`src/rtl/mem_arb_pkg.sv`:
```
// Shared constants for the fetch/data memory arbiter: response FSM encoding,
// wait-counter width and data width.
package mem_arb_pkg;

    localparam int DATA_W  = 32;
    localparam int WAIT_W  = 4;
    localparam int STATE_W = 2;

    typedef logic [STATE_W-1:0] state_t;

    localparam state_t ST_IDLE   = 2'd0;
    localparam state_t ST_RESP_I = 2'd1;
    localparam state_t ST_RESP_D = 2'd2;

endpackage

```
`src/rtl/mem_arb_if.sv`:
```
// Bundle of fetch port, data port and shared single-port memory signals.
// The slave modport is the arbiter's view; master is the requesters plus memory.
interface mem_arb_if
    import mem_arb_pkg::*;
#(
    parameter int AW = 7
);

    logic              if_req;
    logic [AW-1:0]     if_addr;
    logic              if_gnt;
    logic              if_rvalid;
    logic [DATA_W-1:0] if_rdata;
    logic              stall_if;

    logic              dm_req;
    logic              dm_we;
    logic [AW-1:0]     dm_addr;
    logic [DATA_W-1:0] dm_wdata;
    logic              dm_gnt;
    logic              dm_rvalid;
    logic [DATA_W-1:0] dm_rdata;

    logic              mem_en;
    logic              mem_we;
    logic [AW-1:0]     mem_addr;
    logic [DATA_W-1:0] mem_wdata;
    logic [DATA_W-1:0] mem_rdata;

    modport slave (
        input  if_req, if_addr, dm_req, dm_we, dm_addr, dm_wdata, mem_rdata,
        output if_gnt, if_rvalid, if_rdata, stall_if,
        output dm_gnt, dm_rvalid, dm_rdata,
        output mem_en, mem_we, mem_addr, mem_wdata
    );

    modport master (
        output if_req, if_addr, dm_req, dm_we, dm_addr, dm_wdata, mem_rdata,
        input  if_gnt, if_rvalid, if_rdata, stall_if,
        input  dm_gnt, dm_rvalid, dm_rdata,
        input  mem_en, mem_we, mem_addr, mem_wdata
    );

endinterface

```
`src/rtl/arb_starve_cnt.sv`:
```
// Counts consecutive cycles the fetch port is refused; saturates at MAX_WAIT
// and flags when fetch must be given priority.
module arb_starve_cnt
    import mem_arb_pkg::*;
#(
    parameter int MAX_WAIT = 4
) (
    input  logic              clk,
    input  logic              rst,
    input  logic              req,
    input  logic              gnt,
    output logic [WAIT_W-1:0] cnt,
    output logic              at_limit
);

    localparam logic [WAIT_W-1:0] LIMIT = WAIT_W'(MAX_WAIT);

    // NOTE: non-blocking assignments so every flop samples pre-edge values.
    always_ff @(posedge clk or posedge rst) begin
        if (rst) begin
            cnt <= '0;
        end else if (!req || gnt) begin
            cnt <= '0;
        end else if (cnt != LIMIT) begin
            cnt <= cnt + 1'b1;
        end
    end

    assign at_limit = (cnt == LIMIT);

endmodule

```
`src/rtl/mem_arb.sv`:
```
// Two-port arbiter (fetch, data) in front of one shared single-port memory,
// with starvation protection for fetch and a one-cycle read response path.
module mem_arb
    import mem_arb_pkg::*;
#(
    parameter int MAX_WAIT = 4,
    parameter int AW       = 7
) (
    input  logic      clk,
    input  logic      rst,
    mem_arb_if.slave  bus
);

    logic              req_i;
    logic              req_d;
    logic              gnt_i;
    logic              gnt_d;
    logic              at_limit;
    logic [WAIT_W-1:0] wait_cnt;
    logic [AW-1:0]     addr_mux;
    logic [DATA_W-1:0] wdata_mux;
    state_t            state;
    state_t            state_nxt;

    // Requests are masked by reset so every output is quiet while rst is high.
    assign req_i = bus.if_req & ~rst;
    assign req_d = bus.dm_req & ~rst;

    arb_starve_cnt #(
        .MAX_WAIT (MAX_WAIT)
    ) u_starve (
        .clk      (clk),
        .rst      (rst),
        .req      (req_i),
        .gnt      (gnt_i),
        .cnt      (wait_cnt),
        .at_limit (at_limit)
    );

    assign gnt_i = req_i & (~req_d | at_limit);
    assign gnt_d = req_d & ~gnt_i;

    // NOTE: defaults first so no path through the block can infer a latch.
    always_comb begin
        addr_mux  = '0;
        wdata_mux = '0;
        if (gnt_i) begin
            addr_mux = bus.if_addr;
        end else if (gnt_d) begin
            addr_mux  = bus.dm_addr;
            wdata_mux = bus.dm_wdata;
        end
    end

    assign bus.if_gnt    = gnt_i;
    assign bus.dm_gnt    = gnt_d;
    assign bus.stall_if  = req_i & ~gnt_i;
    assign bus.mem_en    = gnt_i | gnt_d;
    assign bus.mem_we    = gnt_d & bus.dm_we;
    assign bus.mem_addr  = addr_mux;
    assign bus.mem_wdata = wdata_mux;

    always_comb begin
        state_nxt = ST_IDLE;
        if (gnt_i) begin
            state_nxt = ST_RESP_I;
        end else if (gnt_d && !bus.dm_we) begin
            state_nxt = ST_RESP_D;
        end
    end

    always_ff @(posedge clk or posedge rst) begin
        if (rst) begin
            state <= ST_IDLE;
        end else begin
            state <= state_nxt;
        end
    end

    assign bus.if_rvalid = (state == ST_RESP_I);
    assign bus.dm_rvalid = (state == ST_RESP_D);
    assign bus.if_rdata  = bus.if_rvalid ? bus.mem_rdata : '0;
    assign bus.dm_rdata  = bus.dm_rvalid ? bus.mem_rdata : '0;

endmodule
```
`src/flat_wrapper.sv`:
```
// flat-port wrapper written by rule: the top's interface ports become plain ports
module mem_arb_flat import mem_arb_pkg::*;
#(
    parameter int MAX_WAIT = 4,
    parameter int AW       = 7
)
  (clk, rst, bus_if_req, bus_if_addr, bus_dm_req, bus_dm_we, bus_dm_addr, bus_dm_wdata, bus_mem_rdata, bus_if_gnt, bus_if_rvalid, bus_if_rdata, bus_stall_if, bus_dm_gnt, bus_dm_rvalid, bus_dm_rdata, bus_mem_en, bus_mem_we, bus_mem_addr, bus_mem_wdata);
  mem_arb_if #(.AW(AW)) bus_i ();
  input  logic clk;
  input  logic rst;
  input wire logic [$bits(bus_i.if_req)-1:0] bus_if_req;
  input wire logic [$bits(bus_i.if_addr)-1:0] bus_if_addr;
  input wire logic [$bits(bus_i.dm_req)-1:0] bus_dm_req;
  input wire logic [$bits(bus_i.dm_we)-1:0] bus_dm_we;
  input wire logic [$bits(bus_i.dm_addr)-1:0] bus_dm_addr;
  input wire logic [$bits(bus_i.dm_wdata)-1:0] bus_dm_wdata;
  input wire logic [$bits(bus_i.mem_rdata)-1:0] bus_mem_rdata;
  output wire logic [$bits(bus_i.if_gnt)-1:0] bus_if_gnt;
  output wire logic [$bits(bus_i.if_rvalid)-1:0] bus_if_rvalid;
  output wire logic [$bits(bus_i.if_rdata)-1:0] bus_if_rdata;
  output wire logic [$bits(bus_i.stall_if)-1:0] bus_stall_if;
  output wire logic [$bits(bus_i.dm_gnt)-1:0] bus_dm_gnt;
  output wire logic [$bits(bus_i.dm_rvalid)-1:0] bus_dm_rvalid;
  output wire logic [$bits(bus_i.dm_rdata)-1:0] bus_dm_rdata;
  output wire logic [$bits(bus_i.mem_en)-1:0] bus_mem_en;
  output wire logic [$bits(bus_i.mem_we)-1:0] bus_mem_we;
  output wire logic [$bits(bus_i.mem_addr)-1:0] bus_mem_addr;
  output wire logic [$bits(bus_i.mem_wdata)-1:0] bus_mem_wdata;
  assign bus_i.if_req = bus_if_req;
  assign bus_i.if_addr = bus_if_addr;
  assign bus_i.dm_req = bus_dm_req;
  assign bus_i.dm_we = bus_dm_we;
  assign bus_i.dm_addr = bus_dm_addr;
  assign bus_i.dm_wdata = bus_dm_wdata;
  assign bus_i.mem_rdata = bus_mem_rdata;
  assign bus_if_gnt = bus_i.if_gnt;
  assign bus_if_rvalid = bus_i.if_rvalid;
  assign bus_if_rdata = bus_i.if_rdata;
  assign bus_stall_if = bus_i.stall_if;
  assign bus_dm_gnt = bus_i.dm_gnt;
  assign bus_dm_rvalid = bus_i.dm_rvalid;
  assign bus_dm_rdata = bus_i.dm_rdata;
  assign bus_mem_en = bus_i.mem_en;
  assign bus_mem_we = bus_i.mem_we;
  assign bus_mem_addr = bus_i.mem_addr;
  assign bus_mem_wdata = bus_i.mem_wdata;
  mem_arb #(.MAX_WAIT(MAX_WAIT), .AW(AW)) u_core (.clk(clk), .rst(rst), .bus(bus_i));
endmodule
```
`config.mk`:
```
export PLATFORM = sky130hd
export DESIGN_NAME = mem_arb_flat
export DESIGN_NICKNAME = d
export VERILOG_FILES = /design/src/rtl/mem_arb_pkg.sv /design/src/rtl/mem_arb_if.sv /design/src/rtl/arb_starve_cnt.sv /design/src/rtl/mem_arb.sv /design/src/flat_wrapper.sv
export SDC_FILE = /design/constraint.sdc
export NUM_CORES = 1
export LEC_CHECK = 0
export ABC_AREA = 0
export BUFFER_PORTS_ARGS = -buffer_cell sky130_fd_sc_hd__buf_2
export CORE_ASPECT_RATIO = 1.25
export CORE_MARGIN = 3
export CORE_UTILIZATION = 29
export DETAILED_ROUTE_END_ITERATION = 16
export PLACE_DENSITY = 0.75
export REMOVE_ABC_BUFFERS = 1
export SLEW_MARGIN = 20
export SYNTH_ARGS = -nofsm -noshare
export SYNTH_HDL_FRONTEND = slang
export SYNTH_HIERARCHICAL = 1
export SYNTH_SLANG_ARGS = --single-unit
```
`constraint.sdc`:
```
create_clock -name clk -period 2.13 [get_ports clk]
set_clock_uncertainty 0.05 [all_clocks]
set_input_delay 0.213 -clock clk [delete_from_list [all_inputs] [get_ports clk]]
set_output_delay 0.213 -clock clk [all_outputs]
set_load 0.1 [all_outputs]
```
# ---- Word-level counts from Yosys, hierarchy flattened
# Index checks and enable logic that the tools add are counted.
dict set report op_classes {
  muxes 10
  n_addsub 1
  n_bitwise 11
  eq_ne 4
  n_reduce_logical 5
}
# op n
set ops {}
lappend ops {{$mux W32} 4}
lappend ops {{$mux W7} 2}
lappend ops {{$mux W4} 2}
lappend ops {{$and A1 B1 Y1} 6}
lappend ops {{$add A4 B1 Y4 const B} 1}
lappend ops {{$eq A4 B3 Y1 const B} 1}
lappend ops {{$mux W2} 2}
lappend ops {{$ne A4 B3 Y1 const B} 1}
lappend ops {{$not A1 Y1} 3}
lappend ops {{$eq A2 B1 Y1 const B} 1}
lappend ops {{$eq A2 B2 Y1 const B} 1}
lappend ops {{$logic_not A1 Y1} 2}
lappend ops {{$or A1 B1 Y1} 2}
lappend ops {{$reduce_bool A2 Y1} 1}
lappend ops {{$logic_and A1 B1 Y1} 1}
lappend ops {{$logic_or A1 B1 Y1} 1}
dict set report totals {
  input_bits 83
  word_cells 33
  regBits 6
}

# ---- Longest topological paths before layout
dict set report logic_depth {
  word_depth 10
  mapped_depth 9
  depth_no_buf 7
}

# ---- Modules after synthesis
# The synthesis kept the hierarchy.
# mod seq_area_each_um2 n_inst cells_each area_per_inst_um2
set by_module_without_submodules {}
lappend by_module_without_submodules {mem_arb 50.0 1 150 1203.7}
lappend by_module_without_submodules {arb_starve_cnt 100.1 1 24 255.2}

# ---- Worst setup path after synthesis
# Ideal clock, no wire load.
dict set report synth_path {
  kind {register -> register}
  start {register u_core.u_starve.cnt[0]}
  end {register u_core.u_starve.cnt[3]}
  path_stages_with_launch 10
  period_less_slack_ns 4.006
  path_slack_ns -1.876
  n_path_buf 2
  arrival_time_ns 3.830
  t_required_ns 1.954
  setup_time_ns 0.126
  cell_sequence {dfrtp_1 inv_1 ha_1 and3b_1 clkbuf_1 nor2b_1 buf_2 nor3_1 or4b_1 mux2i_1}
}
dict set report synth_via {
  elab_chain_len 5
  elab_cells_between_ends 9
  cone_classes {add/sub (1); eq/ne (2); mux (2); bitwise (2); reduce/logical (2)}
}
# item line
set synth_lines {}
lappend synth_lines {{start: declaration} arb_starve_cnt.sv:12} ;# output logic [WAIT_W-1:0] cnt,
lappend synth_lines {{start signal: assignment} arb_starve_cnt.sv:25} ;# cnt <= cnt + 1'b1;
lappend synth_lines {{$eq A4 B3 Y1 *} arb_starve_cnt.sv:29} ;# assign at_limit = (cnt == LIMIT);
lappend synth_lines {{net u_core.at_limit} mem_arb.sv:18} ;# logic at_limit;
lappend synth_lines {{$or A1 B1 Y1 *} mem_arb.sv:40} ;# assign gnt_i = req_i & (~req_d | at_limit);
lappend synth_lines {{$and A1 B1 Y1 *} mem_arb.sv:40}
lappend synth_lines {{net bus_if_gnt} flat_wrapper.sv:18} ;# output wire logic [$bits(bus_i.if_gnt)-1:0] bus_if_gnt;
lappend synth_lines {{$logic_or A1 B1 Y1 *} arb_starve_cnt.sv:22} ;# end else if (!req || gnt) begin
lappend synth_lines {{$mux W4 / $reduce_bool A2 Y1 (equally long branches)} --}
# Mark *: on every way through the listed nets, which the timed path passes. The rest lies on a longest branch. The select of a mux whose other input is x is not followed.
# A chain may end at the register's enable or synchronous reset.

# ---- Worst setup path after layout
dict set report layout_path {
  start {register u_core.u_starve.cnt[0]}
  end {output bus_mem_wdata[15]}
}
dict set report layout_via {
  elab_chain_len 7
}
# item line
set layout_lines {}
lappend layout_lines {{$eq A4 B3 Y1 *} arb_starve_cnt.sv:29}
lappend layout_lines {{net u_core.at_limit} mem_arb.sv:18}
lappend layout_lines {{$or A1 B1 Y1 *} mem_arb.sv:40}
lappend layout_lines {{$and A1 B1 Y1 *} mem_arb.sv:40}
lappend layout_lines {{$not A1 Y1} mem_arb.sv:41} ;# assign gnt_d = req_d & ~gnt_i;
lappend layout_lines {{$and A1 B1 Y1} mem_arb.sv:41}
lappend layout_lines {{$mux W32} mem_arb.sv:49} ;# end else if (gnt_d) begin
lappend layout_lines {{$mux W32 *} mem_arb.sv:47} ;# if (gnt_i) begin
lappend layout_lines {{end: declaration} flat_wrapper.sv:28} ;# output wire logic [$bits(bus_i.mem_wdata)-1:0] bus_mem_wdata;
# Mark *: on every way through the listed nets, which the timed path passes. The rest lies on a longest branch.

==> flow_summary.toml <==
[sta]
final_max_slew_viol_count = 0
finalSetupViolCount = 45
setup_ws_ns = -0.2659
rsz0062_at_grt = "yes"
hold_viol = 0
period_needed_ns = 2.396
worst_slew_pin_slew_ns = 0.6741
slew_headroom = 0.5497
fmax_mhz = 417.4
timing.final.crit_share = 1.125
timing.hold.ws_ns = 0.09534

[clocking]
clockBufferDepth = 2
cts.clk_slew.worst_paths_ns = 0.04
insertion_delay_ns = 0.24
postCtsHoldBufs = 0
tritoncts = "built"
numClockSinks = 6
htree_levels = 1
cts_made_buffers = 3
cts-root-buf = "clkbuf_8"

[placed_design]
gp_congestion = 0.8330
place_area_sq_um = 4085
dp_hpwl_um = 7150
place_inst = 420
io_buffers = 192

[floorplan]
die_w_um = 69.44
initial_core_util = 0.3040
row_count = 28
die_h_um = 85.30
core_area_sq_um = 4800
io_pins = 193
design.die.area_sq_um = 5923

[synthesis]
synthFlopType = "dfrtp_1"
synth_seq_cells = 6
netlist_area_sq_um = 1459
synth.avg_cell_area_sq_um = 8.384
yosysWarnings = 6
netlist-cell-type-count = 26
ys_seq_area_frac = 0.1029
async_flop_share = 1.000
synth_cells = 174
synth_enable_flop_cells = 0

[grt]
grt_util_all_layers = 0.3201
grt_max_degree = 34
antenna_found_initial = 3
grt_first_pass_wirelength_um = 14320
grt_pass1_vias = 2350
grt_overflow = 0

[setup_path]
cp_top_family = "simple AND/OR/NAND/NOR gates"
critPathArrivalTime_ns = 2.13
crit_chain = "inv_1 > ha_2 > and3b_2 > a21bo_4 > buf_16 > nor3b_4 > buf_12"
crit_buf_inv = 3
crit_path_end_kind = "output pin"
startpoint_type = "flip-flop"
crit_fanout = 8
worst-setup-path-type = "flip-flop to output pin"
crit_slowest_cell = "dfrtp_1"
required_ns = 1.87
max_stage_delay_ns = 0.36

[detailed_routing]
drt_iter0_drc = 137
routed-wl-met2_um = 6057
met1Wirelength_um = 3541
routed.top_layer = "met5"
wl_met3_um = 1292
drtPass1Iterations = 4
drt.antenna.violating_nets = 0
drt-vias-per-instance = 5.416
wl_um = 11720
routed-via-count = 2345
drc_errors = 0
routedWlPerCell_um = 27.06

[final_layout]
drive_above_1_share = 0.6989
final_cell_area_sq_um = 4617
fin_cells = 433
fin_nets = 459
final_common_cell = "buf_12"
final_cell_mix = "buf_12 (109), buf_2 (85), and2_1 (65)"
syn_to_final_growth_pct = 216.5
fillers = 92

[job]
cap_violations = 0

[min_path]
min_path_type = "input pin to async pin"

[power]
finalPower_mw = 1.536
p_leak_nw = 2.034
power.density_nw_per_um2 = 332.7
ir_worst_vdd_v = 0.0002313

[run_status]
violations = "setup timing"
status = "complete, but fails checks"
-- cells in the mapped netlist, drive strengths merged (2+ instances only) --
library cell	n	area, sq um
and2	65	406.6
buf	13	115.1
clkbuf	5	18.77
dfrtp	6	150.1
ha	2	25.02
inv	6	22.52
mux2i	3	30.03
nand2b	14	87.58
nand3b	4	30.03
nor2	3	11.26
nor2b	3	18.77
nor3	2	10.01
nor3b	33	402.9
o32ai	7	61.31
-- cell type report --
class | instances | area, sq um | area share
Timing Repair Buffer | 213 | 2826 | 0.6122
Multi-Input combinational cell | 144 | 1499 | 0.3247
Sequential cell | 6 | 150.1 | 0.03252
Clock buffer | 3 | 41.29 | 0.008943
Inverter | 6 | 22.52 | 0.004878
Antenna cell | 1 | 2.502 | 0.0005420
Tap cell | 60 | 75.07 | 0.01626
-- sequential cells by signal (all words and copies together), names as in the netlist --
name	cells
u_core/state	2
u_core/u_starve/cnt	4
-- power by group --
part	total (mW)	internal, mW	switching (mW)
combinational	1.22	0.441	0.778
sequential	0.120	0.118	0.00246
clock	0.197	0.124	0.0735
total	1.54	0.682	0.854
-- layer usage --
layer / vias up / GRT usage
li1: 975 / -
met5: - / 0
met1: 1082 / 0.3298
met3: 59 / 0.09123
met2: 225 / 0.6155
met4: 4 / 0.1012
-- worst reg2reg max path, stage by stage (launching register included) --
cell and delay [ns]:
dfrtp_1 0.36, inv_1 0.07, ha_2 0.19, and3b_2 0.23
nor2b_1 0.23, buf_6 0.18, nor3_2 0.07, buf_4 0.21
or3b_1 0.36, mux2i_1 0.15
-- kinds of logic (layout without fill, tap and decap cells) --
logic type / Yosys count / in the layout / share of synthesized area
adders and majority gates: 2 / 2 / 0.01715
xor gates and xnor gates: 1 / 1 / 0.006005
muxes: 3 / 3 / 0.02058
other: 0 / 1 / 0
and+or+nand+nor: 129 / 129 / 0.6904
DFF: 6 / 6 / 0.1029
buffers and inverters: 24 / 222 / 0.1072
AOI/OAI and AO/OA: 9 / 9 / 0.05575
-- worst paths after layout --
kind / slack, ns / start / cells past startpoint / end
worst min register to register: 0.56 / u_core/u_starve/cnt[3] / 2 / u_core/u_starve/cnt[3]
worst max-delay path: -0.27 / u_core/u_starve/cnt[0] / 7 / bus_mem_wdata[15]
worst max register to register: -0.05 / u_core/u_starve/cnt[0] / 9 / u_core/u_starve/cnt[0]
worst min-delay path: 0.1 / rst / 2 / u_core/state[0]
max in group asynchronous: 1.73 / rst / 2 / u_core/u_starve/cnt[1]
min in group clk: 0.15 / bus_dm_we / 2 / u_core/state[1]
-- per-stage QoR --
| stage | utilization | setup TNS (ns) | worst slack [ns] |
|---|---|---|---|
| final | 0.9619 | -6.986 | -0.2659 |
| after global routing | 0.9619 | -8.623 | -0.2694 |
| after global placement | 0.8511 | 0 | 0.1281 |
| after CTS | 0.9281 | -1.929 | -0.08038 |
| after floorplan | - | -120.26 | -2.082 |
| after detailed placement | 0.8511 | 0 | 0.004541 |
-- what timing repair did --
item / CTS / global route
endpoints found under the setup margin: 41 / 44
setup buffers: 2 / 3
gates resized for setup: 46 / 13
pin swaps: 35 / 13
hold endpoints to repair: 0 / 0
cloned: 2 / 2
(Power assumes the default switching activity.)
